==> src/rtl/alu_pkg.sv <==
// Shared constants for the ALU and its sequencer: opcodes, FSM states, instruction layout.
package alu_pkg;

    localparam int DATA_W  = 8;
    localparam int REG_AW  = 2;
    localparam int INSTR_W = 1 + 3 + REG_AW + DATA_W;

    localparam logic [2:0] OP_ADD = 3'b000;
    localparam logic [2:0] OP_SUB = 3'b001;
    localparam logic [2:0] OP_SLL = 3'b010;
    localparam logic [2:0] OP_SRL = 3'b011;
    localparam logic [2:0] OP_AND = 3'b100;
    localparam logic [2:0] OP_OR  = 3'b101;
    localparam logic [2:0] OP_XOR = 3'b110;
    localparam logic [2:0] OP_EQL = 3'b111;

    localparam logic [1:0] ST_IDLE = 2'd0;
    localparam logic [1:0] ST_READ = 2'd1;
    localparam logic [1:0] ST_EXEC = 2'd2;
    localparam logic [1:0] ST_WB   = 2'd3;

    // li | op | rd | rs1 | rs2 | unused ; imm overlays the low DATA_W bits
    localparam int LI_BIT  = INSTR_W - 1;
    localparam int OP_LSB  = INSTR_W - 4;
    localparam int RD_LSB  = DATA_W;
    localparam int RS1_LSB = DATA_W - REG_AW;
    localparam int RS2_LSB = DATA_W - 2 * REG_AW;

endpackage

==> src/rtl/alu_sequencer_if.sv <==
// Instruction handshake, ALU drive/return and debug read port of the sequencer.
interface alu_sequencer_if #(
    parameter int DATA_W = alu_pkg::DATA_W,
    parameter int REG_AW = alu_pkg::REG_AW
);
    localparam int INSTR_W = 1 + 3 + REG_AW + DATA_W;

    logic                in_valid;
    logic                in_ready;
    logic [INSTR_W-1:0]  in_instr;
    logic [DATA_W-1:0]   alu_a;
    logic [DATA_W-1:0]   alu_b;
    logic [2:0]          alu_op;
    logic [DATA_W-1:0]   alu_result;
    logic                done;
    logic [DATA_W-1:0]   result;
    logic [REG_AW-1:0]   dbg_addr;
    logic [DATA_W-1:0]   dbg_data;

    modport slave (
        input  in_valid, in_instr, alu_result, dbg_addr,
        output in_ready, alu_a, alu_b, alu_op, done, result, dbg_data
    );

    modport master (
        output in_valid, in_instr, alu_result, dbg_addr,
        input  in_ready, alu_a, alu_b, alu_op, done, result, dbg_data
    );
endinterface

==> src/rtl/alu_regfile.sv <==
// 2^REG_AW x DATA_W register file, r0 hardwired to zero; combinational reads, one sync write.
// Write lands on the clock edge; synchronous active-high reset clears every entry.
module alu_regfile #(
    parameter int DATA_W = 8,
    parameter int REG_AW = 2
)(
    input  logic              clk,
    input  logic              rst,
    input  logic [REG_AW-1:0] i_ra_addr,
    input  logic [REG_AW-1:0] i_rb_addr,
    input  logic [REG_AW-1:0] i_dbg_addr,
    output logic [DATA_W-1:0] o_ra_dat,
    output logic [DATA_W-1:0] o_rb_dat,
    output logic [DATA_W-1:0] o_dbg_dat,
    input  logic              i_we,
    input  logic [REG_AW-1:0] i_wr_addr,
    input  logic [DATA_W-1:0] i_wr_dat
);
    localparam int NREG = 1 << REG_AW;

    logic [DATA_W-1:0] r_mem [NREG];

    assign o_ra_dat  = (i_ra_addr  == '0) ? '0 : r_mem[i_ra_addr];
    assign o_rb_dat  = (i_rb_addr  == '0) ? '0 : r_mem[i_rb_addr];
    assign o_dbg_dat = (i_dbg_addr == '0) ? '0 : r_mem[i_dbg_addr];

    always_ff @(posedge clk) begin
        if (rst) begin
            for (int i = 0; i < NREG; i++) begin
                r_mem[i] <= '0;
            end
        end else if (i_we && (i_wr_addr != '0)) begin
            r_mem[i_wr_addr] <= i_wr_dat;
        end
    end
endmodule

==> src/rtl/alu_sequencer.sv <==
// One-at-a-time micro-sequencer feeding an external ALU: done 4 cycles after accept (LI: 2).
// in_ready only in IDLE; nothing is buffered, so upstream holds in_valid/in_instr until accepted.
module alu_sequencer #(
    parameter int DATA_W = alu_pkg::DATA_W,
    parameter int REG_AW = alu_pkg::REG_AW
)(
    input  logic          clk,
    input  logic          rst,
    alu_sequencer_if.slave bus
);
    import alu_pkg::*;

    logic [1:0]        r_state;
    logic [2:0]        r_op;
    logic [REG_AW-1:0] r_rd;
    logic [REG_AW-1:0] r_rs1;
    logic [REG_AW-1:0] r_rs2;
    logic [DATA_W-1:0] r_wb_data;
    logic [DATA_W-1:0] r_alu_a;
    logic [DATA_W-1:0] r_alu_b;
    logic [2:0]        r_alu_op;
    logic [DATA_W-1:0] r_result;
    logic              r_done;

    logic [DATA_W-1:0] w_rs1_dat;
    logic [DATA_W-1:0] w_rs2_dat;
    logic              w_accept;
    logic              w_we;

    assign bus.in_ready = (r_state == ST_IDLE);
    assign w_accept     = bus.in_valid && (r_state == ST_IDLE);
    assign w_we         = (r_state == ST_WB);

    assign bus.alu_a  = r_alu_a;
    assign bus.alu_b  = r_alu_b;
    assign bus.alu_op = r_alu_op;
    assign bus.done   = r_done;
    assign bus.result = r_result;

    alu_regfile #(
        .DATA_W (DATA_W),
        .REG_AW (REG_AW)
    ) u_regfile (
        .clk        (clk),
        .rst        (rst),
        .i_ra_addr  (r_rs1),
        .i_rb_addr  (r_rs2),
        .i_dbg_addr (bus.dbg_addr),
        .o_ra_dat   (w_rs1_dat),
        .o_rb_dat   (w_rs2_dat),
        .o_dbg_dat  (bus.dbg_data),
        .i_we       (w_we),
        .i_wr_addr  (r_rd),
        .i_wr_dat   (r_wb_data)
    );

    always_ff @(posedge clk) begin
        if (rst) begin
            r_state   <= ST_IDLE;
            r_op      <= '0;
            r_rd      <= '0;
            r_rs1     <= '0;
            r_rs2     <= '0;
            r_wb_data <= '0;
            r_alu_a   <= '0;
            r_alu_b   <= '0;
            r_alu_op  <= '0;
            r_result  <= '0;
            r_done    <= 1'b0;
        end else begin
            r_done <= 1'b0;
            case (r_state)
                ST_IDLE: begin
                    if (w_accept) begin
                        r_op  <= bus.in_instr[OP_LSB +: 3];
                        r_rd  <= bus.in_instr[RD_LSB +: REG_AW];
                        r_rs1 <= bus.in_instr[RS1_LSB +: REG_AW];
                        r_rs2 <= bus.in_instr[RS2_LSB +: REG_AW];
                        if (bus.in_instr[LI_BIT]) begin
                            r_wb_data <= bus.in_instr[DATA_W-1:0];
                            r_state   <= ST_WB;
                        end else begin
                            r_state   <= ST_READ;
                        end
                    end
                end
                ST_READ: begin
                    r_alu_a  <= w_rs1_dat;
                    r_alu_b  <= w_rs2_dat;
                    r_alu_op <= r_op;
                    r_state  <= ST_EXEC;
                end
                ST_EXEC: begin
                    r_wb_data <= bus.alu_result;
                    r_state   <= ST_WB;
                end
                ST_WB: begin
                    // register file write happens on this same edge via w_we
                    r_result <= r_wb_data;
                    r_done   <= 1'b1;
                    r_state  <= ST_IDLE;
                end
                default: r_state <= ST_IDLE;
            endcase
        end
    end
endmodule

==> src/flat_wrapper.sv <==
// flat-port wrapper written by rule: the top's interface ports become plain ports
module alu_sequencer_flat import alu_pkg::*;
#(
    parameter int DATA_W = alu_pkg::DATA_W,
    parameter int REG_AW = alu_pkg::REG_AW
)
  (clk, rst, bus_in_valid, bus_in_instr, bus_alu_result, bus_dbg_addr, bus_in_ready, bus_alu_a, bus_alu_b, bus_alu_op, bus_done, bus_result, bus_dbg_data);
  alu_sequencer_if #(.DATA_W(DATA_W), .REG_AW(REG_AW)) bus_i ();
  input  logic clk;
  input  logic rst;
  input wire logic [$bits(bus_i.in_valid)-1:0] bus_in_valid;
  input wire logic [$bits(bus_i.in_instr)-1:0] bus_in_instr;
  input wire logic [$bits(bus_i.alu_result)-1:0] bus_alu_result;
  input wire logic [$bits(bus_i.dbg_addr)-1:0] bus_dbg_addr;
  output wire logic [$bits(bus_i.in_ready)-1:0] bus_in_ready;
  output wire logic [$bits(bus_i.alu_a)-1:0] bus_alu_a;
  output wire logic [$bits(bus_i.alu_b)-1:0] bus_alu_b;
  output wire logic [$bits(bus_i.alu_op)-1:0] bus_alu_op;
  output wire logic [$bits(bus_i.done)-1:0] bus_done;
  output wire logic [$bits(bus_i.result)-1:0] bus_result;
  output wire logic [$bits(bus_i.dbg_data)-1:0] bus_dbg_data;
  assign bus_i.in_valid = bus_in_valid;
  assign bus_i.in_instr = bus_in_instr;
  assign bus_i.alu_result = bus_alu_result;
  assign bus_i.dbg_addr = bus_dbg_addr;
  assign bus_in_ready = bus_i.in_ready;
  assign bus_alu_a = bus_i.alu_a;
  assign bus_alu_b = bus_i.alu_b;
  assign bus_alu_op = bus_i.alu_op;
  assign bus_done = bus_i.done;
  assign bus_result = bus_i.result;
  assign bus_dbg_data = bus_i.dbg_data;
  alu_sequencer #(.DATA_W(DATA_W), .REG_AW(REG_AW)) u_core (.clk(clk), .rst(rst), .bus(bus_i));
endmodule
==> config.mk <==
export PLATFORM = sky130hd
export DESIGN_NAME = alu_sequencer_flat
export DESIGN_NICKNAME = d
export VERILOG_FILES = /design/src/rtl/alu_pkg.sv /design/src/rtl/alu_sequencer_if.sv /design/src/rtl/alu_regfile.sv /design/src/rtl/alu_sequencer.sv /design/src/flat_wrapper.sv
export SDC_FILE = /design/constraint.sdc
export NUM_CORES = 1
export LEC_CHECK = 0
export BUFFER_PORTS_ARGS = -buffer_cell sky130_fd_sc_hd__buf_2
export CAP_MARGIN = 20
export CORE_MARGIN = 2
export CORE_UTILIZATION = 45
export CTS_CLUSTER_SIZE = 12
export DETAILED_ROUTE_END_ITERATION = 6
export MAX_ROUTING_LAYER = met4
export PLACE_DENSITY = 0.67
export SLEW_MARGIN = 15
export SYNTH_ARGS = -nofsm -noshare
export SYNTH_HDL_FRONTEND = slang
export SYNTH_SLANG_ARGS = --single-unit
==> constraint.sdc <==
create_clock -name clk -period 2.11 [get_ports clk]
set_clock_uncertainty 0.2 [all_clocks]
set_input_delay 0.1055 -clock clk [delete_from_list [all_inputs] [get_ports clk]]
set_output_delay 0.1055 -clock clk [all_outputs]
set_load 0.05 [all_outputs]
==> impl_metrics.toml <==
[status]
status = "finished clean"

[yosys]
ys_ff_latch = 83
ys_seq_area_frac = 0.515
yosysWarnings = 0
avgSynthCellArea_sq_um = 11.3
synthCells = 340
synth_cell_types = 32
syn_area_sq_um = 3850

[floorplanning]
start_util = 0.466
core_sq_um = 8260
io_pins = 64
die_area_sq_um = 9310
die_h_microns = 96.5
rows = 33
chipWidth_microns = 96.5

[global_route]
grt_max_degree = 29
grt_use_total = 0.210
grt_pass1_wl_microns = 14100
grt-ovfl-total = 0
grt_pass1_vias = 2852
antenna_found_initial = 0

[route]
via_per_inst = 5.17
ant_nets = 0
drt-initial-drc-count = 115
dr.pass1.iters = 4
drc = 0
drt-total-wl_microns = 8730
routedWlPerCell_microns = 16.0
vias = 2813

[placed_design]
gp_congestion = 0.863
hpwl_microns = 6090
place_area_sq_um = 4240
numPortBuffers = 63

[critical_path]
worst_setup_path_start_kind = "flip-flop"
crit_fanout = 9
end_kind = "flip-flop"
crit_required_ns = 2.19
cp.arrival_ns = 2.09
criticalPathCategory = "reg -> reg"
reg2reg_depth = 6

[clock_tree]
clock_path_buffers = 2
clk_pin_slew_ns = 0.08
clkSinkCount = 83
cts_root_buffer = "clkbuf_8"
htreeDepth = 3
cts_tree = "yes"
cts_buffers = 9
clk_latency_ns = 0.35

[pwr]
internal_power_mw = 3.39
switching_share = 0.353
seqPwrFrac = 0.402
power.share.clock = 0.256
combinationalPowerShare = 0.342
leakagePower_nw = 1.97
switchingPower_mw = 1.85
powerDensity_nw_per_um2 = 1090
irDropWorstVdd_mv = 0.625

[timing]
tightestPinTransition_ns = 0.554
maxSlewHeadroom = 0.630
rsz0062_at_grt = "no"
fin_setup_tns_ns = 0
slew_violations = 0
timing.fmax_mhz = 499
hold_violations = 0
fin_crit_ns = 2.00
setup_viol_count_final = 0
finalCritPeriodShare = 0.950

[cells_and_area]
drive_gt1_frac = 0.330
diodes = 0
fin_area_sq_um = 4800
layout.nets = 465
syn_to_final_growth_pct = 24.8

[hold_path]
holdPathStages = 2
hold_class = "reg -> reg"

[job]
drv_cap = 0
[worst max-delay path, stage by stage, from the launching register on]
cell and delay (ns):
dfxtp_2 0.36, inv_1 0.06, ha_1 0.21, buf_4 0.18
mux2i_1 0.13, dlygate4sd3_1 0.58, a211oi_2 0.22
[per-stage QoR]
step | utilization | instances | hold slack [ns] | worst slack, ns | power, mW
6_report | 0.582 | 544 | 0.268 | 0.105 | 5.24
5_1_grt | 0.582 | 544 | 0.299 | 0.0127 | 5.52
4_1_cts | 0.580 | 544 | 0.263 | 0.0568 | 5.25
3_5_place_dp | 0.513 | 498 | 0.173 | 0.0935 | 3.84
3_3_place_gp | 0.513 | 498 | 0.166 | 0.194 | 3.80
2_1_floorplan | - | 347 | 0.0530 | 0.00888 | 3.48
[Yosys cell counts]
cell       n  area [sq um]
a21o_1     1          7.51
and2_1    26           163
mux2_2    40           450
clkbuf_2   1          5.00
buf_6      6          67.6
buf_2      5          25.0
ha_1       4          50.1
nand2_1   12          45.0
a211oi_2   8           100
a21oi_1    9          45.0
inv_1      3          11.3
nor2_1    33           124
or2_1      1          6.26
nor3_1     8          40.0
buf_1      3          11.3
and3_1     1          6.26
a211oi_1   2          15.0
clkbuf_1  11          41.3
or2_2      3          18.8
mux2i_1   20           200
conb_1     1          3.75
nand2b_4   1          13.8
nand3_1    9          45.0
nor3b_1    3          22.5
a31o_2     1          8.76
a221oi_1  16           140
a22o_1     7          61.3
dfxtp_1   51          1020
buf_4      1          7.51
nor2b_1   20           125
edfxtp_1  32           961
o21ai_0    1          5.00
[final timing paths]
path,slack (ns),startpoint,end
min reg2reg,0.27,u_core.r_op[0],u_core.r_op[0]
min,0.27,u_core.r_op[0],u_core.r_op[0]
max,0.11,u_core.r_state[0],u_core.r_wb_data[0]
max reg2reg,0.11,u_core.r_state[0],u_core.r_wb_data[0]
[sequential cells by signal, summed over array words and instances, names as in the netlist, named ones only]
signal,count
u_core.u_regfile.r_mem,32
u_core.bus.alu_a,8
u_core.bus.alu_b,8
u_core.bus.result,8
u_core.r_wb_data,8
u_core.bus.alu_op,3
u_core.r_op,3
u_core.r_rd,2
u_core.r_rs1,2
u_core.r_rs2,2
u_core.r_state,2
u_core.bus.done,1
[logic make-up after synthesis]
| family | synth area share |
|---|---|
| buffers and inverters | 0.0439 |
| AND/OR/NAND/NOR | 0.158 |
| adder cells (fa/ha/maj) | 0.0130 |
| AO/OA/AOI/OAI | 0.0995 |
| flip-flops | 0.515 |
| multiplexers | 0.169 |
| other | 0.000975 |
[cells in the final DEF (no fill, tap or decap)]
cell	n
a221oi_1	16
nor2b_1	17
nor2b_2	3
clkbuf_1	1
a31o_2	1
ha_1	4
dfxtp_2	1
a21oi_1	9
clkbuf_16	4
edfxtp_1	32
or2_2	3
or2_1	1
nor3_1	8
dlygate4sd3_1	30
nor3b_1	3
a21o_1	1
o21ai_0	1
dfxtp_1	50
clkbuf_8	11
and3_1	1
nand2_1	12
buf_2	63
mux2_2	40
a211oi_1	2
nand2b_4	1
buf_4	10
nand3_1	9
conb_1	8
a22o_1	7
nor2_1	33
mux2i_1	20
a211oi_2	8
and2_1	26
inv_1	3
[power groups by stage]
stage	clock, mW	sequential, mW	combinational [mW]
global placement	0	2.13	1.67
CTS	1.36	2.11	1.78
detailed placement	0	2.14	1.69
floorplan	0	2.35	1.13
global route	1.43	2.14	1.94
finish	1.34	2.11	1.79
[metal layers]
metal | vias to the layer above | wire length [microns] | GRT usage
li1 | 1392 | - | -
met1 | 1346 | 3880 | 0.252
met2 | 69 | 4380 | 0.352
met3 | 6 | 379 | 0.0535
met4 | 0 | 87 | 0.0599
met5 | - | 0 | -
[area by class of cell]
type                       count  area, sq um
fill                         726         3460
sequential                    83         1980
multi-input combinational    234         1730
timing repair buffer         103          691
clock buffer                  16          255
tap                          105          131
inverter                       3         11.3
[repair_timing]
item / in CTS / in global routing
endpoints found under the setup margin: 0 / 20
gates resized for setup: 0 / 4
hold endpoints to repair: 31 / 0
hold buffers: 30 / 0
setup buffers: 0 / 0
(Power assumes the default switching activity.)
